[src/rtl/truth_table_sweeper_if.sv]
// Sweeper handshake and result bundle.
// Master drives start/abort/dut_out; the sweeper is the slave.
interface truth_table_sweeper_if #(
   parameter int N_IN = 2
);
   logic            start;
   logic            abort;
   logic            dut_out;
   logic [N_IN-1:0] dut_in;
   logic            busy;
   logic            done;
   logic            pass;
   logic [N_IN:0]   err_count;
   logic            fail_valid;
   logic [N_IN-1:0] fail_vec;

   modport master (
      output start, abort, dut_out,
      input  dut_in, busy, done, pass,
      input  err_count, fail_valid, fail_vec
   );

   modport slave (
      input  start, abort, dut_out,
      output dut_in, busy, done, pass,
      output err_count, fail_valid, fail_vec
   );
endinterface

[src/rtl/truth_table_sweeper.sv]
// Exhaustive truth-table checker for a small combinational DUT.
// Holds each input vector HOLD cycles, samples on the last one.
module truth_table_sweeper #(
   parameter int                 N_IN     = 2,
   parameter int                 HOLD     = 10,
   parameter logic [2**N_IN-1:0] EXPECTED = 4'b1000
) (
   input logic                  clk,
   input logic                  rst_n,
   truth_table_sweeper_if.slave bus
);
   typedef enum logic [1:0] {
      IDLE,
      DRIVE,
      DONE
   } state_t;

   localparam logic [N_IN-1:0] LAST_VEC  = '1;
   localparam logic [7:0]      HOLD_LAST = 8'(HOLD - 1);

   state_t          state;
   logic [7:0]      hold_cnt;
   logic [N_IN-1:0] vec;
   logic            busy_q;
   logic            done_q;
   logic            pass_q;
   logic [N_IN:0]   err_q;
   logic            fv_q;
   logic [N_IN-1:0] fvec_q;
   logic            mismatch;

   assign mismatch = bus.dut_out != EXPECTED[vec];

   always_ff @(posedge clk) begin
      if (!rst_n) begin
         state    <= IDLE;
         hold_cnt <= '0;
         vec      <= '0;
         busy_q   <= 1'b0;
         done_q   <= 1'b0;
         pass_q   <= 1'b0;
         err_q    <= '0;
         fv_q     <= 1'b0;
         fvec_q   <= '0;
      end else begin
         unique case (state)
            IDLE, DONE: begin
               // start beats a simultaneous abort here
               if (bus.start) begin
                  state    <= DRIVE;
                  hold_cnt <= '0;
                  vec      <= '0;
                  busy_q   <= 1'b1;
                  done_q   <= 1'b0;
                  pass_q   <= 1'b0;
                  err_q    <= '0;
                  fv_q     <= 1'b0;
                  fvec_q   <= '0;
               end
            end
            DRIVE: begin
               if (bus.abort) begin
                  state    <= IDLE;
                  hold_cnt <= '0;
                  vec      <= '0;
                  busy_q   <= 1'b0;
                  done_q   <= 1'b0;
                  pass_q   <= 1'b0;
               end else if (hold_cnt == HOLD_LAST) begin
                  hold_cnt <= '0;
                  if (mismatch) begin
                     err_q <= err_q + 1'b1;
                     if (!fv_q) begin
                        fv_q   <= 1'b1;
                        fvec_q <= vec;
                     end
                  end
                  if (vec == LAST_VEC) begin
                     state  <= DONE;
                     vec    <= '0;
                     busy_q <= 1'b0;
                     done_q <= 1'b1;
                     pass_q <= (err_q == '0) && !mismatch;
                  end else begin
                     vec <= vec + 1'b1;
                  end
               end else begin
                  hold_cnt <= hold_cnt + 1'b1;
               end
            end
            default: state <= IDLE;
         endcase
      end
   end

   assign bus.dut_in     = vec;
   assign bus.busy       = busy_q;
   assign bus.done       = done_q;
   assign bus.pass       = pass_q;
   assign bus.err_count  = err_q;
   assign bus.fail_valid = fv_q;
   assign bus.fail_vec   = fvec_q;
endmodule
[src/flat_wrapper.sv]
// flat-port wrapper written by rule: the top's interface ports become plain ports
module truth_table_sweeper_flat 
#(
   parameter int                 N_IN     = 2,
   parameter int                 HOLD     = 10,
   parameter logic [2**N_IN-1:0] EXPECTED = 4'b1000
)
  (clk, rst_n, bus_start, bus_abort, bus_dut_out, bus_dut_in, bus_busy, bus_done, bus_pass, bus_err_count, bus_fail_valid, bus_fail_vec);
  truth_table_sweeper_if #(.N_IN(N_IN)) bus_i ();
  input logic clk;
  input logic rst_n;
  input wire logic [$bits(bus_i.start)-1:0] bus_start;
  input wire logic [$bits(bus_i.abort)-1:0] bus_abort;
  input wire logic [$bits(bus_i.dut_out)-1:0] bus_dut_out;
  output wire logic [$bits(bus_i.dut_in)-1:0] bus_dut_in;
  output wire logic [$bits(bus_i.busy)-1:0] bus_busy;
  output wire logic [$bits(bus_i.done)-1:0] bus_done;
  output wire logic [$bits(bus_i.pass)-1:0] bus_pass;
  output wire logic [$bits(bus_i.err_count)-1:0] bus_err_count;
  output wire logic [$bits(bus_i.fail_valid)-1:0] bus_fail_valid;
  output wire logic [$bits(bus_i.fail_vec)-1:0] bus_fail_vec;
  assign bus_i.start = bus_start;
  assign bus_i.abort = bus_abort;
  assign bus_i.dut_out = bus_dut_out;
  assign bus_dut_in = bus_i.dut_in;
  assign bus_busy = bus_i.busy;
  assign bus_done = bus_i.done;
  assign bus_pass = bus_i.pass;
  assign bus_err_count = bus_i.err_count;
  assign bus_fail_valid = bus_i.fail_valid;
  assign bus_fail_vec = bus_i.fail_vec;
  truth_table_sweeper #(.N_IN(N_IN), .HOLD(HOLD), .EXPECTED(EXPECTED)) u_core (.clk(clk), .rst_n(rst_n), .bus(bus_i));
endmodule
[config.mk]
export PLATFORM = sky130hd
export DESIGN_NAME = truth_table_sweeper_flat
export DESIGN_NICKNAME = d
export VERILOG_FILES = /design/src/rtl/truth_table_sweeper_if.sv /design/src/rtl/truth_table_sweeper.sv /design/src/flat_wrapper.sv
export SDC_FILE = /design/constraint.sdc
export NUM_CORES = 1
export LEC_CHECK = 0
export ABC_AREA = 1
export CAP_MARGIN = 20
export CORE_ASPECT_RATIO = 1.4
export CORE_UTILIZATION = 46
export DETAILED_ROUTE_END_ITERATION = 16
export GPL_ROUTABILITY_DRIVEN = 0
export GPL_TIMING_DRIVEN = 0
export PLACE_DENSITY = 0.69
export SLEW_MARGIN = 40
export SYNTH_ARGS = -nofsm -noshare
export SYNTH_HDL_FRONTEND = slang
export SYNTH_SLANG_ARGS = --single-unit
export TNS_END_PERCENT = 10
[constraint.sdc]
create_clock -name clk -period 3.84 [get_ports clk]
set_input_delay 0.384 -clock clk [delete_from_list [all_inputs] [get_ports clk]]
set_output_delay 0.384 -clock clk [all_outputs]
set_load 0.02 [all_outputs]
# --- After elaboration in Yosys (flattened, before gate mapping) ---
# Cells that the tools add are included.
word_totals:
  reg_bits: 21
  latch_bits: 0
  mem_bits_rw: 0
  mem_bits_ro: 0
  input_bits: 5
  output_inout_bits: 11
  word_cells: 81
  n_memories: 0
classes:
  n_addsub: 3
  mul: 0
  div: 0
  n_lt_le_gt_ge: 1
  eq_ne: 12
  n_shift: 0
  muxes: 44
  bitwise: 0
  n_reduce_logical: 12
op_table:
  columns: ["operator", "count"]
  rows:
  - ["$mux 2", 12]
  - ["$mux 8", 3]
  - ["$pmux 8 s2", 1]
  - ["$mux 1", 15]
  - ["$mux 3", 4]
  - ["$pmux 2 s2", 3]
  - ["$add 8x1->8 const B", 1]
  - ["$eq 8x4->1 const B", 1]
  - ["$pmux 1 s2", 4]
  - ["$ne 2x2->1 const B", 3]
  - ["$ne 3x2->1 const B", 2]
  - ["$pmux 3 s2", 1]
  - ["$reduce_and 3->1", 2]
  - ["$reduce_and 6->1", 1]
  - ["$reduce_and 5->1", 1]
  - ["$eq 2x2->1 const B", 2]
  - ["$ne 2x1->1 const B", 2]
  - ["$reduce_and 4->1", 1]
  - ["$add 3x1->3 const B", 1]
  - ["$logic_not 3->1", 1]
  - ["$lt 2x3->1 const B", 1]
  - ["$add 2x1->2 const B", 1]
  - ["$bmux 1 s2", 1]
  - ["$eq 2x1->1 const B", 1]
  - ["other kinds (7)", 7]

# --- Logic depth before layout (Yosys ltp) ---
depth:
  depth_word: 9
  mapped_depth: 9

# --- Least setup slack after synthesis ---
# OpenSTA, ideal clock, no wires.
synth_path:
  path_type: "reg2reg"
  from: "register u_core.vec[0] (netlist: u_core.bus.dut_in[0])"
  to: "register u_core.err_q[1] (netlist: u_core.bus.err_count[1])"
  setup_time_ns: 0.072
  arrival_time_ns: 1.233
  required_ns: 3.768
  slack_ns: 2.534
  stages_incl_launch_ff: 8
  n_path_buf: 0
  period_less_slack_ns: 1.306
  path_cell_list: "dfxtp_1 ha_1 inv_1 nand2_1 nand3_2 nand3_1 nand2_1 a21oi_1"
synth_between:
  elab_chain_cells: 5
synth_lines:
  columns: ["item", "line_no", "source"]
  rows:
  - ["start, declared", "truth_table_sweeper.sv:23", "logic [N_IN-1:0] vec;"]
  - ["start signal, assigned", "truth_table_sweeper.sv:85", "vec <= vec + 1'b1;"]
  - ["$bmux 1 s2", "truth_table_sweeper.sv:32", "assign mismatch = bus.dut_out != EXPECTED[vec];"]
  - ["$mux 1 (not written as such)", "truth_table_sweeper.sv:32", null]
  - ["$ne 1x1->1", "truth_table_sweeper.sv:32", null]
  - ["$ne 2x1->1 (no line)", null, null]
  - ["$reduce_and 5->1 (no line)", null, null]
  - ["end signal, assigned", "truth_table_sweeper.sv:72", "err_q <= err_q + 1'b1;"]
  - ["end, declared", "truth_table_sweeper.sv:27", "logic [N_IN:0] err_q;"]
# Every way passes these cells. The select of a mux whose other input is x is not followed.
# A chain may end at the register's enable or synchronous reset.

# --- Worst setup path after layout ---
layout_path:
  from: "register u_core.vec[0] (netlist: u_core.bus.dut_in[0])"
  to: "output port bus_dut_in[0]"
layout_lines:
  columns: ["item", "line_no", "source"]
  rows:
  - ["end, declared", "flat_wrapper.sv:15", "output wire logic [$bits(bus_i.dut_in)-1:0] bus_dut_in;"]
# No word-level cell between the ends.

==> tab_implementation.tex <==
\begin{tabular}{lr}
\hline
Metric & Value \\
\hline
\multicolumn{2}{l}{\textbf{Status}} \\
\quad Status & finished, final reports clean \\
\multicolumn{2}{l}{\textbf{Min path}} \\
\quad Launch point of the worst hold path & u\_core.bus.pass\$\_SDFFE\_PN0P\_ \\
\quad Class of the worst hold path & reg -> reg \\
\multicolumn{2}{l}{\textbf{Pwr}} \\
\quad Cell Int Power & 0.296 mW \\
\quad Reg power frac & 55.8\% \\
\quad Clock network fraction of design power & 25.2\% \\
\quad Switching Share & 28.5\% \\
\quad Maximum VDD drop & roughly 0.2 mV \\
\quad Leakage Power & 0.530 nW \\
\quad Combinational share of power & approximately a fifth \\
\quad Net Sw Power & 0.118 mW \\
\quad Total power density per cell area & 311 nW/um\^{}2 \\
\multicolumn{2}{l}{\textbf{Worst setup path}} \\
\quad Critical path type & reg -> out \\
\quad Crit. Startpoint & u\_core.bus.dut\_in[0]\$\_SDFFE\_PN0P\_ \\
\quad Critical Path, Cell by Cell & clkdlybuf4s50\_1 \\
\quad Critical Path Start Type & flop \\
\quad CP top delay family & buffers and inverters \\
\quad Arrival time reported for the critical path endpoint & around 1400 ps \\
\quad CP Data Required Time & 3460 ps \\
\quad Peak fanout along the critical path & 5 \\
\quad Master of the slowest instance on the critical path & sky130\_fd\_sc\_hd\_\_clkdlybuf4s50\_1 \\
\quad Worst path bufs/invs & 1 \\
\quad Launch point of the worst reg-to-reg path & u\_core.hold\_cnt[0]\$\_SDFFE\_PN0P\_ \\
\quad Longest individual stage delay on the worst path & around 630 ps \\
\quad Endpoint type of the worst setup path & primary output \\
\multicolumn{2}{l}{\textbf{Final layout}} \\
\quad Post-layout nets & 187 \\
\quad Final Cell Area & 1330 sq um \\
\quad Ant diodes & 0 \\
\quad Layout area overhead & 18.1\% \\
\quad Share of post-route cells with drive strength above 1 & between 10\% and 20\% \\
\multicolumn{2}{l}{\textbf{Global routing}} \\
\quad Maximum number of pins on one net before global-route repair & 12 \\
\quad Met1 layer usage reported by global route & 19.7\% \\
\quad Global-route usage over all layers & between 10\% and 20\% \\
\quad Most heavily used metal layer in global routing & met2 \\
\quad Met2 usage & 34.3\% \\
\quad Met3 Use GR & 1.79\% \\
\quad Global-route wire length before repair & around 3700 um \\
\quad GR Overflow Total & 0 \\
\quad Number of global-route vias before repair & 927 \\
\quad Antenna violations before repair & 0 \\
\multicolumn{2}{l}{\textbf{Place}} \\
\quad Placed instance area & around 1300 sq um \\
\quad Post-detailed-placement half-perimeter wirelength & 1700 um \\
\quad Placement-stage worst setup slack & 2100 ps \\
\quad Count of input and output buffers & 15 \\
\multicolumn{2}{l}{\textbf{Timing}} \\
\quad Number of hold violations in the final report & 0 \\
\quad Crit path time final & around 1700 ps \\
\quad Share of the clock period used by the worst path after layout & 45.5\% \\
\quad Worst clock skew on the final layout & approximately 3.6 ps \\
\quad Highest achievable clock rate & 573 MHz \\
\quad Worst slew margin relative to its limit & 81.5\% \\
\quad Final-report max-slew violation count & 0 \\
\quad Hold slack & 472 ps \\
\quad Setup repair after global routing missed its margin & false \\
\quad Actual transition at the worst max-transition pin & roughly 280 ps \\
\quad Final setup violation count & 0 \\
\quad Post-route setup TNS & 0 ps \\
\quad Final worst slack & roughly 2100 ps \\
\multicolumn{2}{l}{\textbf{CTS}} \\
\quad Longest Clk Path Bufs & 2 \\
\quad Clock latency on the worst-skew pair & 300 ps \\
\quad Root buffer cell & sky130\_fd\_sc\_hd\_\_clkbuf\_4 \\
\quad Number of H-tree levels & 1 \\
\quad Hold buffers post-CTS & 0 \\
\quad Setup fix buffers added after clock tree synthesis & 0 \\
\quad Resize count post-CTS & 0 \\
\quad CTS tree & yes \\
\quad Total CTS buffers & 3 \\
\quad Clock input transition at the sequential cells of the worst setup and hold paths & 110 ps \\
\quad Clock tree sinks & 21 \\
\multicolumn{2}{l}{\textbf{Synthesis}} \\
\quad Area of the mapped netlist & 1130 sq um \\
\quad Number of instances in the synthesized netlist & 157 \\
\quad Syn\_nets & around 170 \\
\quad Count of synthesis-stage warnings from yosys & 0 \\
\quad Average cell area after synthesis & 7.20 sq um \\
\quad Flop and latch count out of synthesis & 21 \\
\quad Sequential cell area fraction in the yosys report & 37.2\% \\
\quad Number of different library cells in the post-synthesis netlist & 26 \\
\multicolumn{2}{l}{\textbf{Floorplan}} \\
\quad Initial core utilization & between 50\% and 60\% \\
\quad I/O pin count & 16 \\
\quad Area enclosed by the die boundary & 2660 sq um \\
\quad Row count & 20 \\
\quad Die span in y & between 60 and 70 um \\
\quad Core footprint & 2250 sq um \\
\quad Horizontal die dimension & 43.9 um \\
\multicolumn{2}{l}{\textbf{Flow run}} \\
\quad Max-cap viol count & 0 \\
\multicolumn{2}{l}{\textbf{Routing}} \\
\quad Wire length per cell & 10.9 um \\
\quad TritonRoute pass-1 iters & 5 \\
\quad Remaining antenna violation count after routing & 0 \\
\quad Number of DRC violations after detailed-routing iteration 0 & 19 \\
\quad Final wirelength & roughly 2200 um \\
\quad Remaining design rule violation count & 0 \\
\quad Via count of the routed design & 1,033 \\
\quad Via density & roughly 5.2 \\
\hline
\end{tabular}
==> synthesized netlist by cell type (all sizes together) <==
cell type | count | area [sq um]
inv | 23 | 86.3
xnor2 | 1 | 8.76
nor2 | 21 | 81.3
dfxtp | 21 | 420
ha | 5 | 62.6
a21oi | 14 | 70.1
nor3b | 2 | 25.0
buf | 1 | 11.3
o21ai | 6 | 45.0
nand2 | 38 | 165
clkinv | 1 | 3.75
a31o | 1 | 8.76
nor3 | 3 | 20.0
or2 | 2 | 12.5
nand4 | 7 | 43.8
nand3 | 11 | 65.1
==> cell families after synthesis <==
group	share of synthesized area (%)
AOI/OAI and AO/OA	11.0
DFF	37.2
buffers and inverters	8.97
xor gates and xnor gates	0.775
and+or+nand+nor	36.5
adders and majority gates	5.54
==> metrics by stage <==
step / cells / utilization, % / power, mW
6_report: 198 / 59.2 / 0.414
5_1_grt: 198 / 59.2 / 0.438
4_1_cts: 198 / 59.2 / 0.420
3_5_place_dp: 194 / 58.1 / 0.315
2_1_floorplan: 157 / - / 0.291
3_3_place_gp: 194 / 58.1 / 0.314
==> sequential cells by signal (all words and copies together), names as in the netlist <==
name and count:
u_core.bus.pass 1, u_core.bus.busy 1, u_core.bus.fail_valid 1, u_core.bus.done 1, u_core.bus.dut_in 2, u_core.bus.err_count 3
u_core.hold_cnt 8, u_core.bus.fail_vec 2, u_core.state 2
==> final timing paths <==
check	endpoint	slack [ps]	cells past startpoint
max	bus_dut_in[0]	2090	1
min	u_core.bus.pass$_SDFFE_PN0P_	470	2
max reg2reg	u_core.bus.busy$_SDFFE_PN0P_	2420	6
min reg2reg	u_core.bus.pass$_SDFFE_PN0P_	470	2
==> layout make-up <==
cell class,instances,area (sq um)
Timing Repair Buffer,15,150
Clock buffer,4,26.3
Fill cell,232,918
Buffer,1,11.3
Inverter,24,90.1
Tap cell,22,27.5
Multi-Input combinational cell,111,608
Sequential cell,21,420
==> layout by cell type (no fill, tap or decap), types with 2 or more instances in the layout <==
| cell type | Yosys | final |
|---|---|---|
| sky130_fd_sc_hd__nand2_1 | 33 | 33 |
| sky130_fd_sc_hd__inv_1 | 21 | 21 |
| sky130_fd_sc_hd__dfxtp_1 | 21 | 21 |
| sky130_fd_sc_hd__nor2_1 | 20 | 20 |
| sky130_fd_sc_hd__clkdlybuf4s50_1 | 0 | 15 |
| sky130_fd_sc_hd__a21oi_1 | 14 | 14 |
| sky130_fd_sc_hd__nand3_1 | 9 | 9 |
| sky130_fd_sc_hd__nand4_1 | 7 | 7 |
| sky130_fd_sc_hd__ha_1 | 5 | 5 |
| sky130_fd_sc_hd__nand2_2 | 3 | 3 |
| sky130_fd_sc_hd__o21ai_1 | 3 | 3 |
| sky130_fd_sc_hd__clkbuf_4 | 0 | 3 |
| sky130_fd_sc_hd__nand3_2 | 2 | 2 |
| sky130_fd_sc_hd__inv_2 | 2 | 2 |
| sky130_fd_sc_hd__nand2_4 | 2 | 2 |
| sky130_fd_sc_hd__nor3_1 | 2 | 2 |
| sky130_fd_sc_hd__nor3b_2 | 2 | 2 |
==> per-layer routing <==
layer  wire length [um]  vias up
li1                   -      546
met1                949      462
met2               1090       17
met3                 47        8
met4                 77        0
met5                  0        -
==> power groups by stage <==
| stage | sequential [mW] | clock (mW) | combinational (mW) |
|---|---|---|---|
| 2_1_floorplan | 0.241 | 0 | 0.0500 |
| 6_report | 0.231 | 0.104 | 0.0785 |
| 3_5_place_dp | 0.236 | 0 | 0.0788 |
| 3_3_place_gp | 0.236 | 0 | 0.0781 |
| 5_1_grt | 0.233 | 0.117 | 0.0885 |
| 4_1_cts | 0.231 | 0.110 | 0.0791 |
(Power assumes the default switching activity.)
